===== src/rtl/music_score_player.sv =====
// Score sequencer for the Pong sound path: walks the score RAM and holds each
// entry's key on KeyOut for its duration in beats, then loops or stops.
module music_score_player #(
  parameter int unsigned DataLength  = 4,
  parameter int unsigned AddressBits = 5,
  parameter int unsigned ScoreLength = 3,
  parameter int unsigned BeatTicks   = 25000000,
  parameter int unsigned TickBits    = 25
) (
  input  logic                   Clock,
  input  logic                   Reset,
  input  logic                   Start,
  input  logic                   Stop,
  input  logic                   Loop,
  output logic                   ReadOrWrite,
  output logic [AddressBits-1:0] Address,
  input  logic [DataLength-1:0]  KeyIn,
  input  logic [DataLength-1:0]  TimeIn,
  output logic [DataLength-1:0]  KeyOut,
  output logic                   Playing,
  output logic                   NoteStart,
  output logic                   ScoreDone
);

  localparam logic [AddressBits-1:0] LastAddr = AddressBits'(ScoreLength - 1);
  localparam logic [TickBits-1:0]    LastTick = TickBits'(BeatTicks - 1);

  typedef enum logic [1:0] {
    S_IDLE  = 2'd0,
    S_FETCH = 2'd1,
    S_LOAD  = 2'd2,
    S_PLAY  = 2'd3
  } state_e;

  state_e                 state_q, state_d;
  logic [AddressBits-1:0] addr_q, addr_d;
  logic [DataLength-1:0]  key_q, key_d;
  logic [DataLength-1:0]  beats_q, beats_d;
  logic [TickBits-1:0]    ticks_q, ticks_d;
  logic                   note_start_q, note_start_d;
  logic                   score_done_q, score_done_d;
  logic                   playing_q;
  logic                   advance;

  // State and output registers
  always_ff @(posedge Clock or posedge Reset) begin
    if (Reset) begin
      state_q      <= S_IDLE;
      addr_q       <= '0;
      key_q        <= '0;
      beats_q      <= '0;
      ticks_q      <= '0;
      note_start_q <= 1'b0;
      score_done_q <= 1'b0;
      playing_q    <= 1'b0;
    end else begin
      state_q      <= state_d;
      addr_q       <= addr_d;
      key_q        <= key_d;
      beats_q      <= beats_d;
      ticks_q      <= ticks_d;
      note_start_q <= note_start_d;
      score_done_q <= score_done_d;
      playing_q    <= (state_d != S_IDLE);
    end
  end

  // Next-state logic; KeyOut keeps the old note through FETCH/LOAD
  always_comb begin
    state_d      = state_q;
    addr_d       = addr_q;
    key_d        = key_q;
    beats_d      = beats_q;
    ticks_d      = ticks_q;
    note_start_d = 1'b0;
    score_done_d = 1'b0;
    advance      = 1'b0;

    case (state_q)
      S_IDLE: begin
        addr_d  = '0;
        key_d   = '0;
        beats_d = '0;
        ticks_d = '0;
        if (Start) state_d = S_FETCH;
      end
      S_FETCH: state_d = S_LOAD;
      S_LOAD: begin
        if (TimeIn != '0) begin
          key_d        = KeyIn;
          beats_d      = TimeIn;
          ticks_d      = '0;
          note_start_d = 1'b1;
          state_d      = S_PLAY;
        end else begin
          advance = 1'b1;
        end
      end
      S_PLAY: begin
        if (ticks_q == LastTick) begin
          ticks_d = '0;
          beats_d = beats_q - DataLength'(1);
          if (beats_q == DataLength'(1)) advance = 1'b1;
        end else begin
          ticks_d = ticks_q + TickBits'(1);
        end
      end
      default: state_d = S_IDLE;
    endcase

    // Step to the next entry, wrap, or finish the score
    if (advance) begin
      if (addr_q < LastAddr) begin
        addr_d  = addr_q + AddressBits'(1);
        state_d = S_FETCH;
      end else begin
        addr_d = '0;
        if (Loop) begin
          state_d = S_FETCH;
        end else begin
          state_d      = S_IDLE;
          key_d        = '0;
          score_done_d = 1'b1;
        end
      end
    end

    // Stop overrides everything, including a Start in IDLE
    if (Stop) begin
      state_d      = S_IDLE;
      addr_d       = '0;
      key_d        = '0;
      beats_d      = '0;
      ticks_d      = '0;
      note_start_d = 1'b0;
      score_done_d = 1'b0;
    end
  end

  assign ReadOrWrite = 1'b1;
  assign Address     = addr_q;
  assign KeyOut      = key_q;
  assign Playing     = playing_q;
  assign NoteStart   = note_start_q;
  assign ScoreDone   = score_done_q;

endmodule


===== config.mk =====
export PLATFORM = sky130hd
export DESIGN_NAME = music_score_player
export DESIGN_NICKNAME = d
export VERILOG_FILES = /design/src/rtl/music_score_player.sv
export SDC_FILE = /design/constraint.sdc
export NUM_CORES = 1
export LEC_CHECK = 0
export CORE_MARGIN = 2
export CORE_UTILIZATION = 60
export DETAILED_ROUTE_END_ITERATION = 8
export HOLD_SLACK_MARGIN = 0.02
export PLACE_DENSITY = 0.85
export SYNTH_ARGS = -nofsm -noshare
export SYNTH_HDL_FRONTEND = slang
export SYNTH_SLANG_ARGS = --single-unit

===== constraint.sdc =====
create_clock -name Clock -period 5.8 [get_ports Clock]
set_clock_uncertainty 0.05 [all_clocks]
set_input_delay 0.58 -clock Clock [delete_from_list [all_inputs] [get_ports Clock]]
set_output_delay 0.58 -clock Clock [all_outputs]
set_load 0.01 [all_outputs]

==> impl_summary.log, run 1 <==
[metrics] count of fill cells added during filler insertion: 282
[metrics] fin crit share: 54.9%
[metrics] quantity of hold-fixing buffers added after cts: 0
[metrics] drt total wl: 5080 µm
[metrics] Vias: 1981
[metrics] total power density per cell area: 207 nW/µm²
[metrics] WHS: 0.429 ns
[metrics] worst reg-to-reg path cell count: 5
[metrics] initial antenna violation count: 0
[metrics] post-synthesis area per instance: 9.61 µm²
[metrics] data arrival time of the worst path: 3.35 ns
[metrics] violation count after the first detailed-routing iteration: 154
[metrics] worst flop-to-flop path endpoint: beats_q[1]$_DFFE_PP0P_
[metrics] Max-cap violations: 0
[metrics] CTS clk-pin slew, worst paths: 0.08 ns
[metrics] Critical Path Start Type: input port
[metrics] highest fanout seen on the critical path: 27
[metrics] peak supply drop: 0.157 mV
[metrics] # Post-CTS Setup Buffers: 0
[metrics] commonest non-fill, non-tap cell in the layout: sky130_fd_sc_hd__dfrtp_1
[metrics] Area growth syn-to-layout: 13.1%
[metrics] clock tree from TritonCTS: done
[metrics] Die Area: 4510 µm²
[metrics] Die X-Extent: 67.2 µm
[metrics] number of antenna repair diodes: 0
[metrics] GPL Wtd Cong: 0.820
[metrics] FF-to-FF setup slack: 3.01 ns
[metrics] FMAX: 314 MHz
[metrics] Setup crit start: Stop
[metrics] unrepaired setup endpoints after global routing: no
[metrics] sequential element share of the synthesized area: 45.0%
[metrics] most used flip-flop cell after synthesis: sky130_fd_sc_hd__dfrtp_1
[metrics] Initial Util: 63.9%
[metrics] CTS buffer count: 5
[metrics] synthesized net count: 266
[metrics] via count of the first global-routing pass: 1789
[metrics] outcome: finished, final reports clean
[metrics] DP Area: 2620 µm²
[metrics] Yosys warnings: 0
[metrics] Final HPWL DP: 3360 µm
[metrics] total routing resource utilization after global routing: 24.9%
[metrics] reg-to-reg critical path startpoint: state_q[0]$_DFF_PP0_
[metrics] vertical extent of the die: 67.2 µm
[metrics] flip-flop and latch area: 1080 µm²
[metrics] cell count of the worst hold path: 1
[metrics] Post-Route Utilization: 72.3%
[metrics] Setup Crit Path Kind: input port to register
[metrics] placeable core area: 3740 µm²
[metrics] slew at the pin closest to its max-slew limit: 1.20 ns
[metrics] Post-synth EDFFs: 0
[metrics] Finished Cell Area: 2710 µm²
[metrics] clock sink total: 43
[metrics] average wire length per cell after detail routing: 16.1 µm
[metrics] final antenna-violating net count: 0
[metrics] Final Net Count: 284
[metrics] static leakage power: 0.00116 µW
[metrics] fraction of layout instances using a drive strength above 1: 5.99%
[metrics] Hold Crit Start: ticks_q[24]$_DFFE_PP0P_
[metrics] GRT overflow: 0
[metrics] post-layout minimum cycle time: 3.19 ns
[metrics] instance count of the mapped netlist: 249
[metrics] CP endpoint kind: register
[metrics] clock insertion delay at the later pin of the skew report: 0.30 ns
[metrics] Rows: 22
[metrics] global-route wire length before repair: 8300 µm
[metrics] hold violation total from the final report: 0
[metrics] netlist area before placement: 2390 µm²
[metrics] post-synth cell types: 51
[metrics] post-route non-filler standard cell count: 315
[metrics] Max-slew headroom: 19.6%
[metrics] Via-to-Cell Ratio: 6.29
[metrics] required arrival time at the worst endpoint: 5.96 ns
[metrics] Post-Place Cells: 308
[metrics] H-tree levels: 2
[metrics] sum of negative setup slack: 0 ns
[metrics] min-delay worst type: register to register
[metrics] total setup violations reported at the end of the flow: 0
[metrics] Multi-input gate area: 1210 µm²
[metrics] final number of max-transition violations: 0
[metrics] end point of the worst hold path: ticks_q[24]$_DFFE_PP0P_
[metrics] CTS max path bufs: 2
[metrics] I/O Pins: 26
[metrics] number of detailed-route iterations in the first pass: 4
[metrics] count of state elements after synthesis: 43
[metrics] highest-count cells in the layout ignoring fill and taps: sky130_fd_sc_hd__dfrtp_1, sky130_fd_sc_hd__nand2_1, sky130_fd_sc_hd__clkdlybuf4s50_1, sky130_fd_sc_hd__nor2_1, sky130_fd_sc_hd__a21oi_1
[metrics] clock tree root driver cell: sky130_fd_sc_hd__clkbuf_8
[metrics] share of flip-flops with an asynchronous set or reset after synthesis: 100%
[metrics] number of gates resized after CTS: 0
[metrics] Port Buffers: 24
[metrics] pin count of the biggest net entering global routing: 44
[metrics] DRC violation count after routing: 0
## worst max-delay path, cell delays in order
cell and delay, ns:
sky130_fd_sc_hd__clkdlybuf4s50_1 0.72, sky130_fd_sc_hd__nand2b_4 0.31, sky130_fd_sc_hd__or2_0 0.30, sky130_fd_sc_hd__a31oi_2 0.96, sky130_fd_sc_hd__nor2_2 0.21, sky130_fd_sc_hd__o21ai_0 0.26
## stage by stage
stage	total power, µW	setup slack [ns]
after floorplan	351	3.67
after global placement	369	2.45
after detailed placement	370	2.38
after CTS	563	2.62
after global routing	582	2.39
final	559	2.61
## routing by layer
metal,vias to the layer above,GRT usage (%),share of wire (%)
met1,979,33.5,48
met5,-,0,0
met3,6,5.83,3.4
li1,961,-,-
met2,35,38.9,47
met4,0,9.95,1.4
## cell usage after synthesis, drive strengths merged, types with 2 or more instances
library cell / instances / area, µm²
nor2b: 3 / 18.8
or3: 2 / 12.5
clkbuf: 5 / 18.8
nand4: 7 / 43.8
a22o: 7 / 61.3
mux2i: 4 / 40.0
inv: 6 / 22.5
or2: 2 / 12.5
nor3: 11 / 60.1
nand2b: 6 / 45.0
or4: 2 / 15.0
nor2: 15 / 58.8
and4: 4 / 35.0
ha: 4 / 50.1
a22oi: 4 / 30.0
and3: 9 / 56.3
nand3: 9 / 45.0
nor4: 5 / 67.6
a211oi: 7 / 52.6
nor3b: 2 / 15.0
a221o: 2 / 20.0
o21ai: 9 / 45.0
buf: 9 / 62.6
a31oi: 11 / 75.1
xor2: 6 / 52.6
a41oi: 2 / 17.5
o2111ai: 2 / 17.5
a21o: 5 / 37.5
nand2: 24 / 90.1
a21oi: 11 / 55.1
dfrtp: 43 / 1080
## cell type report
class                      instances  share of cell area (%)
multi-input combinational        186                    44.8
clock buffer                       6                    3.05
inverter                           6                   0.832
sequential                        43                    39.7
timing repair buffer              25                    9.15
tap                               48                    2.22
clock inverter                     1                   0.185
## power breakdown
part / leakage [µW] / internal [µW] / switching (µW)
Combinational: 0.000515 / 22.6 / 30.6
Sequential: 0.000596 / 304 / 7.45
Clock: 0.0000470 / 93.5 / 101
Total: 0.00116 / 420 / 139
## kinds of logic (layout without fill, tap and decap cells)
kind of cell	Yosys count	after routing	share of synthesized area, %
compound gates	67	67	19.6
xor+xnor	7	7	2.56
fa+ha+maj	4	4	2.09
buf+inv	20	38	4.34
flops	43	43	45.0
mux	4	4	1.67
other cells	1	1	0.157
simple gates	103	103	24.7
## how the worst max path moves through the flow
stage | cells after the start | to | slack, ns
floorplan | 8 | ticks_q[9]$_DFFE_PP0P_ | 3.67
CTS | 6 | beats_q[1]$_DFFE_PP0P_ | 2.62
global route | 6 | beats_q[1]$_DFFE_PP0P_ | 2.39
global placement | 6 | ticks_q[18]$_DFFE_PP0P_ | 2.45
finish | 6 | beats_q[1]$_DFFE_PP0P_ | 2.61
detailed placement | 6 | beats_q[0]$_DFFE_PP0P_ | 2.38
## state kept, by name, indices dropped and copies added (netlist names)
| name | count |
|---|---|
| ticks_q | 25 |
| KeyOut | 4 |
| beats_q | 4 |
| NoteStart | 1 |
| Playing | 1 |
| state_q | 2 |
| ScoreDone | 1 |
| Address | 5 |
Power figures use the tool's default switching activity.
==> run 2, diff against run 1 <==
CORE_UTILIZATION = 51   (was 60)
PLACE_DENSITY = 0.77   (was 0.85)
clock period = 2.9 ns   (was 5.8 ns; I/O delays follow)
==> run 2 against run 1 <==
  * Via count grew 0.86%
  * Worst hold slack got worse by 0.12 ns
  * Worst setup slack lost 2.0 ns
  * Cell count up 3.5%
  * Largest cell class unchanged
==> impl_summary.log, run 2 (synthesis results as in run 1) <==
[metrics] outcome: finished, final reports clean
[metrics] Area growth syn-to-layout: 15.5%
[metrics] sum of negative setup slack: 0 ns (unchanged)
[metrics] violation count after the first detailed-routing iteration: 139 (-9.7%)
[metrics] Setup Crit Path Kind: register to register
[metrics] WHS: 0.311 ns (-0.118 ns)
[metrics] quantity of hold-fixing buffers added after cts: 0 (unchanged)
[metrics] commonest non-fill, non-tap cell in the layout: sky130_fd_sc_hd__dfrtp_1
[metrics] vertical extent of the die: 72.5 µm (+8.0%)
[metrics] initial antenna violation count: 0 (unchanged)
[metrics] fraction of layout instances using a drive strength above 1: 8.39% (+2.4 points)
[metrics] Max stage delay on crit path: 0.66 ns (-0.30 ns)
[metrics] peak supply drop: 0.280 mV (+78%)
[metrics] Critical Path Start Type: register
[metrics] unrepaired setup endpoints after global routing: no
[metrics] required arrival time at the worst endpoint: 3.09 ns (-2.87 ns)
[metrics] total power density per cell area: 406 nW/µm² (+96%)
[metrics] total routing resource utilization after global routing: 21.5% (-3.4 points)
[metrics] largest reg by FF count: ticks_q
[metrics] Port Buffers: 24 (unchanged)
[metrics] clock insertion delay at the later pin of the skew report: 0.30 ns (about the same)
[metrics] clock tree from TritonCTS: done
[metrics] data arrival time of the worst path: 2.53 ns (-0.82 ns)
[metrics] Via-to-Cell Ratio: 6.13 (-2.5%)
[metrics] Die Area: 5260 µm² (+17%)
[metrics] pin count of the biggest net entering global routing: 27 (-39%)
[metrics] Vias: 1998 (+0.86%)
[metrics] Final HPWL DP: 3730 µm (+11%)
[metrics] slew at the pin closest to its max-slew limit: 0.855 ns (-0.348 ns)
[metrics] drt total wl: 5110 µm (+0.43%)
[metrics] H-tree levels: 2 (unchanged)
[metrics] placeable core area: 4440 µm² (+19%)
[metrics] CP endpoint kind: register
[metrics] FMAX: 428 MHz
[metrics] GPL Wtd Cong: 0.826 (+0.68%)
[metrics] CTS clk-pin slew, worst paths: 0.08 ns (about the same)
[metrics] number of detailed-route iterations in the first pass: 6 (+2)
[metrics] clock sink total: 43 (unchanged)
[metrics] average wire length per cell after detail routing: 15.7 µm (-3.0%)
[metrics] CTS buffer count: 5 (unchanged)
[metrics] Max-cap violations: 0 (unchanged)
[metrics] Multi-input gate area: 1210 µm² (unchanged)
[metrics] hold violation total from the final report: 0 (unchanged)
[metrics] clock tree root driver cell: sky130_fd_sc_hd__clkbuf_8
[metrics] final number of max-transition violations: 0 (unchanged)
[metrics] count of fill cells added during filler insertion: 370 (+31%)
[metrics] DRC violation count after routing: 0 (unchanged)
[metrics] Max-slew headroom: 42.6% (+23 points)
[metrics] number of gates resized after CTS: 0 (unchanged)
[metrics] flip-flop and latch area: 1080 µm² (unchanged)
[metrics] highest-count cells in the layout ignoring fill and taps: sky130_fd_sc_hd__dfrtp_1, sky130_fd_sc_hd__nand2_1, sky130_fd_sc_hd__clkdlybuf4s50_1, sky130_fd_sc_hd__nor2_1, sky130_fd_sc_hd__a21oi_1
[metrics] cells along the critical path: nor2b_1, a21oi_1, nor2_1, buf_4, or4_1, nand3_1
[metrics] static leakage power: 0.00119 µW (+2.8%)
[metrics] cell with the biggest individual delay on the critical path: sky130_fd_sc_hd__dfrtp_1
[metrics] fin crit share: 80.5%
[metrics] post-layout minimum cycle time: 2.33 ns
[metrics] min-delay worst type: input port to async pin
[metrics] GRT overflow: 0 (unchanged)
[metrics] Final Net Count: 291 (+2.5%)
[metrics] highest fanout seen on the critical path: 17 (-37%)
[metrics] global-route wire length before repair: 8880 µm (+7.0%)
[metrics] Rows: 24 (+9.1%)
[metrics] number of antenna repair diodes: 0 (unchanged)
[metrics] final antenna-violating net count: 0 (unchanged)
[metrics] Initial Util: 53.9% (-10 points)
[metrics] total setup violations reported at the end of the flow: 0 (unchanged)
[metrics] CTS max path bufs: 2 (unchanged)
[metrics] Largest register FFs: 25 (unchanged)
[metrics] # Post-CTS Setup Buffers: 0 (unchanged)
[metrics] via count of the first global-routing pass: 1944 (+8.7%)
[metrics] I/O Pins: 26 (unchanged)
[metrics] Die X-Extent: 72.5 µm (+8.0%)
-- run 2: critical path: cells and delay by family, from the launching register on --
kind                   cells  cell delay (ns)
and+or+nand+nor            4             0.93
DFF                        1             0.66
AOI/OAI and AO/OA          1             0.42
buffers and inverters      1             0.22
-- run 2: power breakdown --
part | switching, µW | total [µW] | leakage (µW) | internal, µW
logic | 65.4 | 116 | 0.000548 | 50.2
registers | 11.4 | 619 | 0.000596 | 608
clock network | 200 | 387 | 0.0000470 | 187
total | 277 | 1120 | 0.00119 | 845
-- run 2: stage by stage --
step	utilization, %	cells	total power [µW]	worst slack (ns)	area (µm²)
finish	62.2	326	1120	0.566	2770
global route	62.2	326	1170	0.378	2770
CTS	62.2	326	1130	0.568	2770
detailed placement	60.2	319	748	0.495	2680
global placement	60.2	319	745	0.516	2680
floorplan	-	249	701	1.01	2390
-- run 2: final cells by class --
| type | instances | share of cell area (%) |
|---|---|---|
| Clock buffer | 6 | 2.99 |
| Clock inverter | 1 | 0.181 |
| Inverter | 6 | 0.814 |
| Multi-Input combinational cell | 186 | 43.9 |
| Sequential cell | 43 | 38.9 |
| Tap cell | 52 | 2.35 |
| Timing Repair Buffer | 32 | 10.9 |
-- run 2: per-layer routing --
layer	share of wire, %	track usage (%)	routed length, µm
met2	46	34.3	2350
met1	48	29.2	2470
met5	0	0	0
met4	1.9	7.61	99
met3	3.7	4.31	187
-- run 2: path summary, 6_finish.rpt --
kind	slack [ns]	startpoint	cells after the start	to
setup / recovery	0.57	state_q[0]$_DFF_PP0_	6	ticks_q[9]$_DFFE_PP0P_
hold / removal	0.31	Reset	2	ticks_q[16]$_DFFE_PP0P_
max in group asynchronous	1.88	Reset	3	ticks_q[5]$_DFFE_PP0P_
hold reg to reg	0.44	ticks_q[24]$_DFFE_PP0P_	1	ticks_q[24]$_DFFE_PP0P_
setup reg to reg	0.57	state_q[0]$_DFF_PP0_	6	ticks_q[9]$_DFFE_PP0P_
min in group Clock	0.44	ticks_q[24]$_DFFE_PP0P_	1	ticks_q[24]$_DFFE_PP0P_
